<file path="src/rtl/seg_execute_pkg.sv">
// Shared encodings for the execute stage: ALU codes, mul/div opcodes,
// forwarding selects and the mul/div sequencer states.
package seg_execute_pkg;

  localparam logic [3:0] ALU_AND = 4'b0000;
  localparam logic [3:0] ALU_OR  = 4'b0001;
  localparam logic [3:0] ALU_ADD = 4'b0010;
  localparam logic [3:0] ALU_SUB = 4'b0110;
  localparam logic [3:0] ALU_SLT = 4'b0111;
  localparam logic [3:0] ALU_NOR = 4'b1100;

  localparam logic [2:0] MD_NONE  = 3'b000;
  localparam logic [2:0] MD_MULT  = 3'b001;
  localparam logic [2:0] MD_MULTU = 3'b010;
  localparam logic [2:0] MD_DIV   = 3'b011;
  localparam logic [2:0] MD_DIVU  = 3'b100;
  localparam logic [2:0] MD_MFHI  = 3'b101;
  localparam logic [2:0] MD_MFLO  = 3'b110;
  localparam logic [2:0] MD_MT    = 3'b111;

  localparam logic [1:0] FWD_RD1 = 2'b00;
  localparam logic [1:0] FWD_MEM = 2'b01;
  localparam logic [1:0] FWD_WB  = 2'b10;

  typedef enum logic [1:0] {
    IDLE,
    RUN,
    FIX
  } md_state_e;

endpackage

</file>
<file path="src/rtl/seg_execute_muldiv_unit.sv">
// Iterative multiply/divide unit with HI/LO registers (one bit per RUN cycle).
// Optional MULDIV_EARLY_OUT_EN: multiplies leave RUN once the multiplier is exhausted.
module seg_execute_muldiv_unit
  import seg_execute_pkg::*;
#(
  parameter int LEN = 32
) (
  input  logic           i_clk,
  input  logic           i_rst,
  input  logic           i_start,
  input  logic           i_is_div,
  input  logic           i_signed,
  input  logic           i_mt_we,
  input  logic           i_mt_lo,
  input  logic [LEN-1:0] i_a,
  input  logic [LEN-1:0] i_b,
  output logic [LEN-1:0] o_hi,
  output logic [LEN-1:0] o_lo,
  output logic           o_busy
);

  localparam int CW = $clog2(LEN);
  localparam logic [CW-1:0] CNT_LAST = CW'(LEN - 1);

  md_state_e        state_q, state_d;
  logic [CW-1:0]    cnt_q, cnt_d;
  logic             is_div_q, is_div_d;
  logic             div0_q, div0_d;
  logic             qneg_q, qneg_d;
  logic             rneg_q, rneg_d;
  // mul: acc = partial product, opa = shifted multiplicand, opb = multiplier
  // div: acc[LEN-1:0] = remainder, opa[LEN-1:0] = divisor, opb = dividend -> quotient
  logic [2*LEN-1:0] acc_q, acc_d;
  logic [2*LEN-1:0] opa_q, opa_d;
  logic [LEN-1:0]   opb_q, opb_d;
  logic [LEN-1:0]   hi_q, hi_d;
  logic [LEN-1:0]   lo_q, lo_d;

  logic             a_neg, b_neg, ge, last_run;
  logic [LEN-1:0]   a_mag, b_mag, quo, rem;
  logic [LEN:0]     trial, diff;
  logic [2*LEN-1:0] prod;

  always_comb begin
    state_d  = state_q;
    cnt_d    = cnt_q;
    is_div_d = is_div_q;
    div0_d   = div0_q;
    qneg_d   = qneg_q;
    rneg_d   = rneg_q;
    acc_d    = acc_q;
    opa_d    = opa_q;
    opb_d    = opb_q;
    hi_d     = hi_q;
    lo_d     = lo_q;

    a_neg = i_signed & i_a[LEN-1];
    b_neg = i_signed & i_b[LEN-1];
    a_mag = a_neg ? -i_a : i_a;
    b_mag = b_neg ? -i_b : i_b;

    trial = {acc_q[LEN-1:0], opb_q[LEN-1]};
    ge    = trial >= {1'b0, opa_q[LEN-1:0]};
    diff  = trial - {1'b0, opa_q[LEN-1:0]};
    prod  = qneg_q ? -acc_q : acc_q;
    quo   = qneg_q ? -opb_q : opb_q;
    rem   = rneg_q ? -acc_q[LEN-1:0] : acc_q[LEN-1:0];

`ifdef MULDIV_EARLY_OUT_EN
    last_run = (cnt_q == CNT_LAST) || (!is_div_q && (opb_q >> 1) == '0);
`else
    last_run = (cnt_q == CNT_LAST);
`endif

    case (state_q)
      IDLE: begin
        if (i_start) begin
          state_d  = RUN;
          cnt_d    = '0;
          is_div_d = i_is_div;
          div0_d   = (i_b == '0);
          qneg_d   = a_neg ^ b_neg;
          rneg_d   = a_neg;
          acc_d    = '0;
          opa_d    = {{LEN{1'b0}}, (i_is_div ? b_mag : a_mag)};
          opb_d    = i_is_div ? a_mag : b_mag;
        end
      end
      RUN: begin
        cnt_d = cnt_q + 1'b1;
        if (is_div_q) begin
          acc_d = {{LEN{1'b0}}, (ge ? diff[LEN-1:0] : trial[LEN-1:0])};
          opb_d = {opb_q[LEN-2:0], ge};
        end else begin
          acc_d = acc_q + (opb_q[0] ? opa_q : '0);
          opa_d = opa_q << 1;
          opb_d = opb_q >> 1;
        end
        if (last_run) state_d = FIX;
      end
      FIX: begin
        // Divide by zero yields all-ones quotient; the remainder path already
        // reconstructs the original dividend.
        if (is_div_q) begin
          hi_d = rem;
          lo_d = div0_q ? '1 : quo;
        end else begin
          hi_d = prod[2*LEN-1:LEN];
          lo_d = prod[LEN-1:0];
        end
        state_d = IDLE;
      end
      default: state_d = IDLE;
    endcase

    if (i_mt_we) begin
      if (i_mt_lo) lo_d = i_a;
      else         hi_d = i_a;
    end
  end

  always_ff @(posedge i_clk) begin
    if (!i_rst) begin
      state_q  <= IDLE;
      cnt_q    <= '0;
      is_div_q <= 1'b0;
      div0_q   <= 1'b0;
      qneg_q   <= 1'b0;
      rneg_q   <= 1'b0;
      acc_q    <= '0;
      opa_q    <= '0;
      opb_q    <= '0;
      hi_q     <= '0;
      lo_q     <= '0;
    end else begin
      state_q  <= state_d;
      cnt_q    <= cnt_d;
      is_div_q <= is_div_d;
      div0_q   <= div0_d;
      qneg_q   <= qneg_d;
      rneg_q   <= rneg_d;
      acc_q    <= acc_d;
      opa_q    <= opa_d;
      opb_q    <= opb_d;
      hi_q     <= hi_d;
      lo_q     <= lo_d;
    end
  end

  always_comb begin
    o_hi   = hi_q;
    o_lo   = lo_q;
    o_busy = (state_q != IDLE);
  end

endmodule

</file>
<file path="src/rtl/seg_execute_muldiv.sv">
// MIPS execute stage: forwarding, ALU, HI/LO result mux and EX/MEM register.
// Build option MULDIV_EARLY_OUT_EN is consumed by seg_execute_muldiv_unit.
module seg_execute_muldiv
  import seg_execute_pkg::*;
#(
  parameter int LEN        = 32,
  parameter int NB_ADDR    = 5,
  parameter int NB_CTRL_WB = 2,
  parameter int NB_CTRL_M  = 9,
  parameter int NB_ALUCTL  = 4,
  parameter int NB_MDOP    = 3
) (
  input  logic                  i_clk,
  input  logic                  i_rst,
  input  logic                  i_valid,
  input  logic                  i_flush,
  input  logic [LEN-1:0]        i_PC,
  input  logic [LEN-1:0]        i_read_data_1,
  input  logic [LEN-1:0]        i_read_data_2,
  input  logic [LEN-1:0]        i_imm_ext,
  input  logic [NB_ADDR-1:0]    i_rt,
  input  logic [NB_ADDR-1:0]    i_rd,
  input  logic [NB_CTRL_WB-1:0] i_ctrl_wb_bus,
  input  logic [NB_CTRL_M-1:0]  i_ctrl_mem_bus,
  input  logic [NB_ALUCTL-1:0]  i_alu_ctl,
  input  logic                  i_alu_src,
  input  logic                  i_reg_dst,
  input  logic [NB_MDOP-1:0]    i_md_op,
  input  logic [1:0]            i_fwd_a,
  input  logic [1:0]            i_fwd_b,
  input  logic [LEN-1:0]        i_fwd_mem,
  input  logic [LEN-1:0]        i_fwd_wb,
  output logic                  o_valid,
  output logic [LEN-1:0]        o_PC_branch,
  output logic [LEN-1:0]        o_ALU_result,
  output logic [LEN-1:0]        o_write_data,
  output logic [NB_ADDR-1:0]    o_write_register,
  output logic                  o_ALU_zero,
  output logic [NB_CTRL_WB-1:0] o_ctrl_wb_bus,
  output logic [NB_CTRL_M-1:0]  o_ctrl_mem_bus,
  output logic                  o_stall,
  output logic                  o_busy
);

  logic [LEN-1:0] opa, fwd_b, opb, alu_res, ex_res, hi, lo;
  logic           md_busy, accept, md_start, md_div, md_signed, mt_we;
  logic           op_mul, op_div;

  logic                  valid_q, valid_d;
  logic [LEN-1:0]        pc_br_q, pc_br_d;
  logic [LEN-1:0]        res_q, res_d;
  logic [LEN-1:0]        wdata_q, wdata_d;
  logic [NB_ADDR-1:0]    wreg_q, wreg_d;
  logic                  zero_q, zero_d;
  logic [NB_CTRL_WB-1:0] cwb_q, cwb_d;
  logic [NB_CTRL_M-1:0]  cm_q, cm_d;

  always_comb begin
    case (i_fwd_a)
      FWD_MEM: opa = i_fwd_mem;
      FWD_WB:  opa = i_fwd_wb;
      FWD_RD1: opa = i_read_data_1;
      default: opa = i_read_data_1;
    endcase
    case (i_fwd_b)
      FWD_MEM: fwd_b = i_fwd_mem;
      FWD_WB:  fwd_b = i_fwd_wb;
      FWD_RD1: fwd_b = i_read_data_2;
      default: fwd_b = i_read_data_2;
    endcase
    opb = i_alu_src ? i_imm_ext : fwd_b;
  end

  always_comb begin
    case (i_alu_ctl)
      NB_ALUCTL'(ALU_AND): alu_res = opa & opb;
      NB_ALUCTL'(ALU_OR):  alu_res = opa | opb;
      NB_ALUCTL'(ALU_ADD): alu_res = opa + opb;
      NB_ALUCTL'(ALU_SUB): alu_res = opa - opb;
      NB_ALUCTL'(ALU_SLT): alu_res = {{(LEN-1){1'b0}}, ($signed(opa) < $signed(opb))};
      NB_ALUCTL'(ALU_NOR): alu_res = ~(opa | opb);
      default:             alu_res = '0;
    endcase
  end

  // Only HI/LO-touching instructions wait on the unit; everything else flows.
  always_comb begin
    op_mul    = (i_md_op == NB_MDOP'(MD_MULT)) | (i_md_op == NB_MDOP'(MD_MULTU));
    op_div    = (i_md_op == NB_MDOP'(MD_DIV))  | (i_md_op == NB_MDOP'(MD_DIVU));
    o_stall   = i_valid & md_busy & (i_md_op != NB_MDOP'(MD_NONE));
    accept    = i_valid & ~o_stall & ~i_flush;
    md_start  = accept & (op_mul | op_div);
    md_div    = op_div;
    md_signed = (i_md_op == NB_MDOP'(MD_MULT)) | (i_md_op == NB_MDOP'(MD_DIV));
    mt_we     = accept & (i_md_op == NB_MDOP'(MD_MT));

    case (i_md_op)
      NB_MDOP'(MD_MFHI):  ex_res = hi;
      NB_MDOP'(MD_MFLO):  ex_res = lo;
      NB_MDOP'(MD_MULT),
      NB_MDOP'(MD_MULTU),
      NB_MDOP'(MD_DIV),
      NB_MDOP'(MD_DIVU),
      NB_MDOP'(MD_MT):    ex_res = '0;
      default:            ex_res = alu_res;
    endcase
  end

  seg_execute_muldiv_unit #(
    .LEN(LEN)
  ) u_muldiv (
    .i_clk   (i_clk),
    .i_rst   (i_rst),
    .i_start (md_start),
    .i_is_div(md_div),
    .i_signed(md_signed),
    .i_mt_we (mt_we),
    .i_mt_lo (i_imm_ext[0]),
    .i_a     (opa),
    .i_b     (fwd_b),
    .o_hi    (hi),
    .o_lo    (lo),
    .o_busy  (md_busy)
  );

  // Rejected cycles insert a bubble: valid and control cleared, data held.
  always_comb begin
    valid_d = accept;
    pc_br_d = pc_br_q;
    res_d   = res_q;
    wdata_d = wdata_q;
    wreg_d  = wreg_q;
    zero_d  = zero_q;
    cwb_d   = '0;
    cm_d    = '0;
    if (accept) begin
      pc_br_d = i_PC + (i_imm_ext << 2);
      res_d   = ex_res;
      wdata_d = fwd_b;
      wreg_d  = i_reg_dst ? i_rd : i_rt;
      zero_d  = (ex_res == '0);
      cwb_d   = i_ctrl_wb_bus;
      cm_d    = i_ctrl_mem_bus;
    end
  end

  always_ff @(posedge i_clk) begin
    if (!i_rst) begin
      valid_q <= 1'b0;
      pc_br_q <= '0;
      res_q   <= '0;
      wdata_q <= '0;
      wreg_q  <= '0;
      zero_q  <= 1'b0;
      cwb_q   <= '0;
      cm_q    <= '0;
    end else begin
      valid_q <= valid_d;
      pc_br_q <= pc_br_d;
      res_q   <= res_d;
      wdata_q <= wdata_d;
      wreg_q  <= wreg_d;
      zero_q  <= zero_d;
      cwb_q   <= cwb_d;
      cm_q    <= cm_d;
    end
  end

  always_comb begin
    o_valid          = valid_q;
    o_PC_branch      = pc_br_q;
    o_ALU_result     = res_q;
    o_write_data     = wdata_q;
    o_write_register = wreg_q;
    o_ALU_zero       = zero_q;
    o_ctrl_wb_bus    = cwb_q;
    o_ctrl_mem_bus   = cm_q;
    o_busy           = md_busy;
  end

endmodule

</file>
<file path="config.mk">
export PLATFORM = sky130hd
export DESIGN_NAME = seg_execute_muldiv
export DESIGN_NICKNAME = d
export VERILOG_FILES = /design/src/rtl/seg_execute_pkg.sv /design/src/rtl/seg_execute_muldiv_unit.sv /design/src/rtl/seg_execute_muldiv.sv
export SDC_FILE = /design/constraint.sdc
export NUM_CORES = 2
export LEC_CHECK = 0
export ABC_AREA = 1
export BUFFER_PORTS_ARGS = -buffer_cell sky130_fd_sc_hd__buf_2
export CELL_PAD_IN_SITES_DETAIL_PLACEMENT = 0
export CELL_PAD_IN_SITES_GLOBAL_PLACEMENT = 1
export CORE_UTILIZATION = 45
export DETAILED_ROUTE_END_ITERATION = 6
export PLACE_DENSITY = 0.88
export SYNTH_ARGS = -nofsm -noshare
export SYNTH_HDL_FRONTEND = slang
export SYNTH_SLANG_ARGS = --single-unit
export TNS_END_PERCENT = 20
</file>
<file path="constraint.sdc">
create_clock -name i_clk -period 6.6 [get_ports i_clk]
set_input_delay 0.33 -clock i_clk [delete_from_list [all_inputs] [get_ports i_clk]]
set_output_delay 0.33 -clock i_clk [all_outputs]
set_load 0.01 [all_outputs]
</file>
# After elaboration in Yosys (flattened, before gate mapping)
# Index checks and enable logic that the tools add are counted.
[word_totals]
word_cells = 123
inputBits = 230
register_bits = 349
[op_classes]
n_eq_ne = 22
reduce_logical = 13
n_mux = 38
addsub = 11
magnitude_cmp = 2
n_bitwise = 18
[ops]
columns = ["operator", "n"]
rows = [
  ["32-bit 2-to-1 mux", 19],
  ["64-bit 2-to-1 mux", 6],
  ["64-bit one-hot mux with 2 select lines", 2],
  ["32-bit one-hot mux with 2 select lines", 3],
  ["32-bit one-hot mux with 6 select lines", 1],
  ["32-bit negator", 4],
  ["32-bit one-hot mux with 3 select lines", 1],
  ["32-bit adder", 2],
  ["64-bit adder", 1],
  ["32-bit zero test", 2],
  ["64-bit negator", 1],
  ["32-bit subtractor", 2],
  ["33-bit by 32-bit greater-or-equal comparator with 1-bit output", 1],
  ["32-bit bitwise AND", 1],
  ["32-bit less-than comparator", 1],
  ["32-bit inverter", 1],
  ["32-bit OR", 1],
  ["3-bit == test (second input constant)", 4],
  ["5-bit 2-to-1 mux", 2],
  ["5-bit one-hot mux with 2 select lines", 1],
  ["1-bit bitwise AND", 8],
  ["4-bit by 3-bit == test with 1-bit output (second input constant)", 2],
  ["2-bit AND reduction", 4],
  ["2-bit by 1-bit == test with 1-bit output (second input constant)", 3],
  ["21 further kinds", 31],
]

# Logic depth before layout (Yosys ltp)
[logic_depth]
depth_word = 9
depth_mapped = 32
mapped_depth_nobuf = 29

# Modules after synthesis
# Synthesis repeated with hierarchy kept, for this count alone.
[unflattened]
cells_unflattened = 7109
hier_area_um2 = 39915.8
[modules_own_cells]
columns = ["mod", "instances", "cells_each", "seq_area_each_um2", "area_per_inst_um2"]
rows = [
  ["seg_execute_muldiv_unit", 1, 4474, 4704.5, 24976.5],
  ["seg_execute_muldiv", 1, 2635, 2282.2, 14939.3],
]

# Least setup slack after synthesis
# Ideal clock, no wire load.
[synth_path]
path_kind = "input to register"
startpoint = "input port i_fwd_b[0]"
endpoint = "register zero_q, in the netlist o_ALU_zero"
setup_ps = 70
t_arrival_ps = 3508
required_ps = 6530
setup_slack_ps = 3021
path_stages = 27
path_cell_list = "inv_1 -> ha_1 -> inv_4 -> buf_8 -> buf_8 -> buf_8 -> o21ai_0 -> o21ai_0 -> inv_1 -> ha_1 -> clkbuf_1 -> inv_1 -> nor3_1 -> nand2_1 -> nor2_1 -> nand2_1 -> nand2_1 -> nand2_1 -> nand3_1 -> nand3_1 -> nand2_1 -> nand2_1 -> nor2_1 -> nand2_1 -> nor2_1 -> nand4_1 -> a21oi_1"
[synth_between]
elab_chain_len = 8
elab_cells_between_ends = 13
classes_between = "2 x add/sub; 1 x order compare; 2 x eq/ne; 4 x mux; 3 x bitwise; 1 x reduce/logical"
[synth_lines]
columns = ["item", "line_no", "source"]
rows = [
  ["start: declaration", "seg_execute_muldiv.sv:30", "input logic [1:0] i_fwd_b,"],
  ["2-bit == test / 2-bit by 1-bit == test with 1-bit output (equally long branches)", "seg_execute_muldiv.sv:65", "case (i_fwd_b)"],
  ["32-bit one-hot mux with 2 select lines (*)", "seg_execute_muldiv.sv:65", ""],
  ["32-bit 2-to-1 mux (*)", "seg_execute_muldiv.sv:71", "opb = i_alu_src ? i_imm_ext : fwd_b;"],
  ["branches (longest 2 deep; another with 32-bit subtractor)", "n/a", ""],
  ["32-bit one-hot mux with 6 select lines (*)", "seg_execute_muldiv.sv:75", "case (i_alu_ctl)"],
  ["32-bit one-hot mux with 3 select lines (*)", "seg_execute_muldiv.sv:97", "case (i_md_op)"],
  ["32-bit zero test (*)", "seg_execute_muldiv.sv:141", "zero_d = (ex_res == '0);"],
  ["end signal: assignment", "seg_execute_muldiv.sv:163", "zero_q <= zero_d;"],
  ["end: declaration", "seg_execute_muldiv.sv:54", "logic zero_q, zero_d;"],
]
# Mark *: on every way between the ends.
# A chain may end at the register's enable or synchronous reset.

# Worst setup path in the final report
# Ends and elaborated chain as after synthesis.

==> run metrics <==
status complete, no violations; fillers a little under 9000; Hold Crit Class primary input to flop; Cell variety after synth 67; crit-path max FO 62; Max-slew headroom 8.11%; grt ovf 0; Post-Synth XOR/XNOR Area under 10%; unrepaired setup endpoints after global routing no; number of synthesized flops with an enable pin 0; Final Setup Violations 0; most frequent cells in the layout 1519 x nand2_1, 907 x inv_1, 616 x a21oi_1; critical path class primary input to flop; first-pass GRT wire length 273000 um; mapped cell area around 37000 sq um; post-CTS setup repair buffer count 0; sequential cell area fraction in the yosys report a little under a fifth; row count between 100 and 150; CORE AREA ~82000 sq um; mux contribution to synthesized area 0%; wire per inst roughly 24 um; Synth Area per Inst ~5.8 sq um; Worst Setup Start Kind primary input; Hold Slack between 0.05 and 0.06 ns; Final Hold Fails 0; DR DRC count 0; CTS buffer count 46; nets between 7000 and 8000; final slew viol count 0; I/O pin cnt around 350; pwr dens 198 nW/um^2; dpl cell area about 40000 sq um; Critical Path RT 7.15 ns; Final Cycle Share 77.2%; Seq. cell area 7000 sq um; final instance area 41500 sq um; CP endpoint kind flop; TritonCTS clock tree yes; maximum vdd drop roughly 0.18 mV; DR vias ~46000; H-tree levels 2; die height ~290 um; share of layout cells above drive strength 1 about a tenth; global placement routability congestion roughly 1.1; Ys Warns 0; Syn-to-layout area delta 11.2%; Clock Pin Slew Worst Setup and Hold Paths about 0.07 ns; Routed Antenna Nets 0; die width 290 um; minimum clock period approximately 5.1 ns; Synth Flop Type dfxtp_1; clock tree sinks 349; final setup TNS 0 ns; Gate Count Post-Synth between 6000 and 7000; FMAX 196 MHz; largest family of logic cells by synthesized area simple AND/OR/NAND/NOR gates; DR vias/cell 6.00; crit path DAT 5.64 ns; CTS root buffer clkbuf_16; GRT Total Usage between 40 and 50%; total wire length about 190000 um; initial antenna violation count 11; Clock Skews between 0.015 and 0.02 ns; DPL Wire Length around 150000 um; Max-Cap Viols 0; DR iter-0 viols 6749; Initial Utilization a little under half; Worst Tran Pin Value approximately 1.4 ns; LEAKAGE roughly 20 nW; Simple-Gate Fraction of Synth Area 33.0%; asr flop ratio synth 0%; commonest non-fill, non-tap cell in the layout nand2_1; DRT Pass-1 Iters 7; Synth Area in Compound Gates between 20% and 30%; Multi-input gate area about 26000 sq um; clk_lat worst skew 0.63 ns; Longest Clk Path Bufs 3; I/O Buffers around 350; largest net degree at the start of global routing approximately 110; CTS resizes 0; number of global-route vias before repair about 40000; syn nets just under 7000; die area 84200 sq um; post-synthesis adder-cell area fraction between 8 and 9%; synthesized flop and latch total roughly 350
[final timing paths]
check / startpoint / to / slack [ns] / depth (start not counted)
worst max-delay path: i_fwd_b[0] / o_ALU_zero / 1.50 / 23
worst min-delay path: i_PC[1] / o_PC_branch[1] / 0.06 / 3
worst max register to register: u_muldiv.opb_q[0] / u_muldiv.acc_q[47] / 2.06 / 15
worst min register to register: u_muldiv.opa_q[63] / u_muldiv.opa_q[63] / 0.47 / 2
[cell usage after synthesis (all sizes together), types with 3 or more instances]
cell type	instances	share of area, %
fa	5	0.27
nor4	28	0.47
xor2	96	2.3
xnor2	36	0.86
nand4	93	1.6
nand3	517	7.2
nor3	84	1.3
nor2	579	6.1
a21o	19	0.38
o21ai	647	9.1
clkbuf	203	2.0
o211ai	73	1.5
o221ai	14	0.33
o21a	12	0.24
o21bai	19	0.38
or2	18	0.30
a211oi	16	0.32
a221o	3	0.080
o32ai	4	0.094
nand2	1538	16
ha	238	8.0
a21boi	10	0.20
a21oi	622	8.4
a221oi	50	1.2
nand3b	10	0.20
and2	8	0.13
o22ai	17	0.28
and3	7	0.12
a31oi	44	0.74
buf	99	1.4
inv	930	9.4
dfxtp	349	19
a22o	25	0.59
o2111ai	8	0.19
clkinv	4	0.040
[flip-flops by register name, summed over array words and instances, names as in the netlist]
register           count
o_ALU_result          32
o_ALU_zero             1
o_PC_branch           32
o_ctrl_mem_bus         9
o_ctrl_wb_bus          2
o_valid                1
o_write_data          32
o_write_register       5
u_muldiv.acc_q        64
u_muldiv.cnt_q         5
u_muldiv.div0_q        1
u_muldiv.is_div_q      1
u_muldiv.o_hi         32
u_muldiv.o_lo         32
u_muldiv.opa_q        64
u_muldiv.opb_q        32
u_muldiv.qneg_q        1
u_muldiv.rneg_q        1
u_muldiv.state_q       2
[cells by family after synthesis]
kind of cell,after synthesis
compound gates,1590
fa+ha+maj,243
simple gates,2886
flops,349
buf+inv,1236
xor+xnor,132
[through the flow]
stage	util, %	setup WS, ns	instances	power, mW
after CTS	50.6	1.81	7734	8.09
after detailed placement	48.5	1.17	7634	5.49
final	50.6	1.50	7742	8.21
after global routing	50.6	1.28	7737	8.53
after floorplan	-	3.02	6436	4.31
after global placement	48.5	1.18	7633	5.49
[area by class of cell]
| type | instances | share of cell area (%) |
|---|---|---|
| Multi-Input combinational cell | 4851 | 61.7 |
| Sequential cell | 349 | 16.8 |
| Inverter | 934 | 8.46 |
| Timing Repair Buffer | 447 | 6.14 |
| Tap cell | 1070 | 3.22 |
| Clock buffer | 60 | 3.12 |
| Clock inverter | 23 | 0.494 |
| Antenna cell | 8 | 0.0482 |
[per-layer routing]
| layer | vias up | part of all wire (%) | track usage (%) |
|---|---|---|---|
| met2 | 2837 | 40 | 60.7 |
| met4 | 10 | 5.0 | 19.1 |
| met3 | 409 | 12 | 11.4 |
| li1 | 21700 | - | - |
| met5 | - | 0.030 | 0 |
| met1 | 21500 | 43 | 60.0 |
[report_power, final]
part | switching [mW] | internal (mW) | leakage [nW] | total, mW
sequential | 0.121 | 2.21 | 2.84 | 2.33
clock | 1.15 | 1.46 | 0.738 | 2.61
combinational | 2.36 | 0.915 | 16.8 | 3.27
[what timing repair did]
item                                    in CTS  in global routing
endpoints found under the setup margin       0                  0
hold endpoints to repair                    17                  0
hold buffers                                17                  0
[critical path: stages]
cell	delay, ns
buf_2	0.09
inv_1	0.04
ha_1	0.35
inv_4	0.63
o21ai_2	0.23
o21ai_0	0.72
inv_1	0.16
ha_1	0.49
inv_1	0.21
nand2_1	0.09
nand2_1	0.12
nand4_1	0.20
nand2_1	0.26
nand2_1	0.08
nand3_1	0.12
nand3_1	0.10
a21oi_1	0.37
nand3_1	0.16
nor2_1	0.27
nand3_1	0.12
nor2_1	0.23
nand4_1	0.13
a21oi_1	0.14
Note: power is estimated with default switching activity, not from simulation.
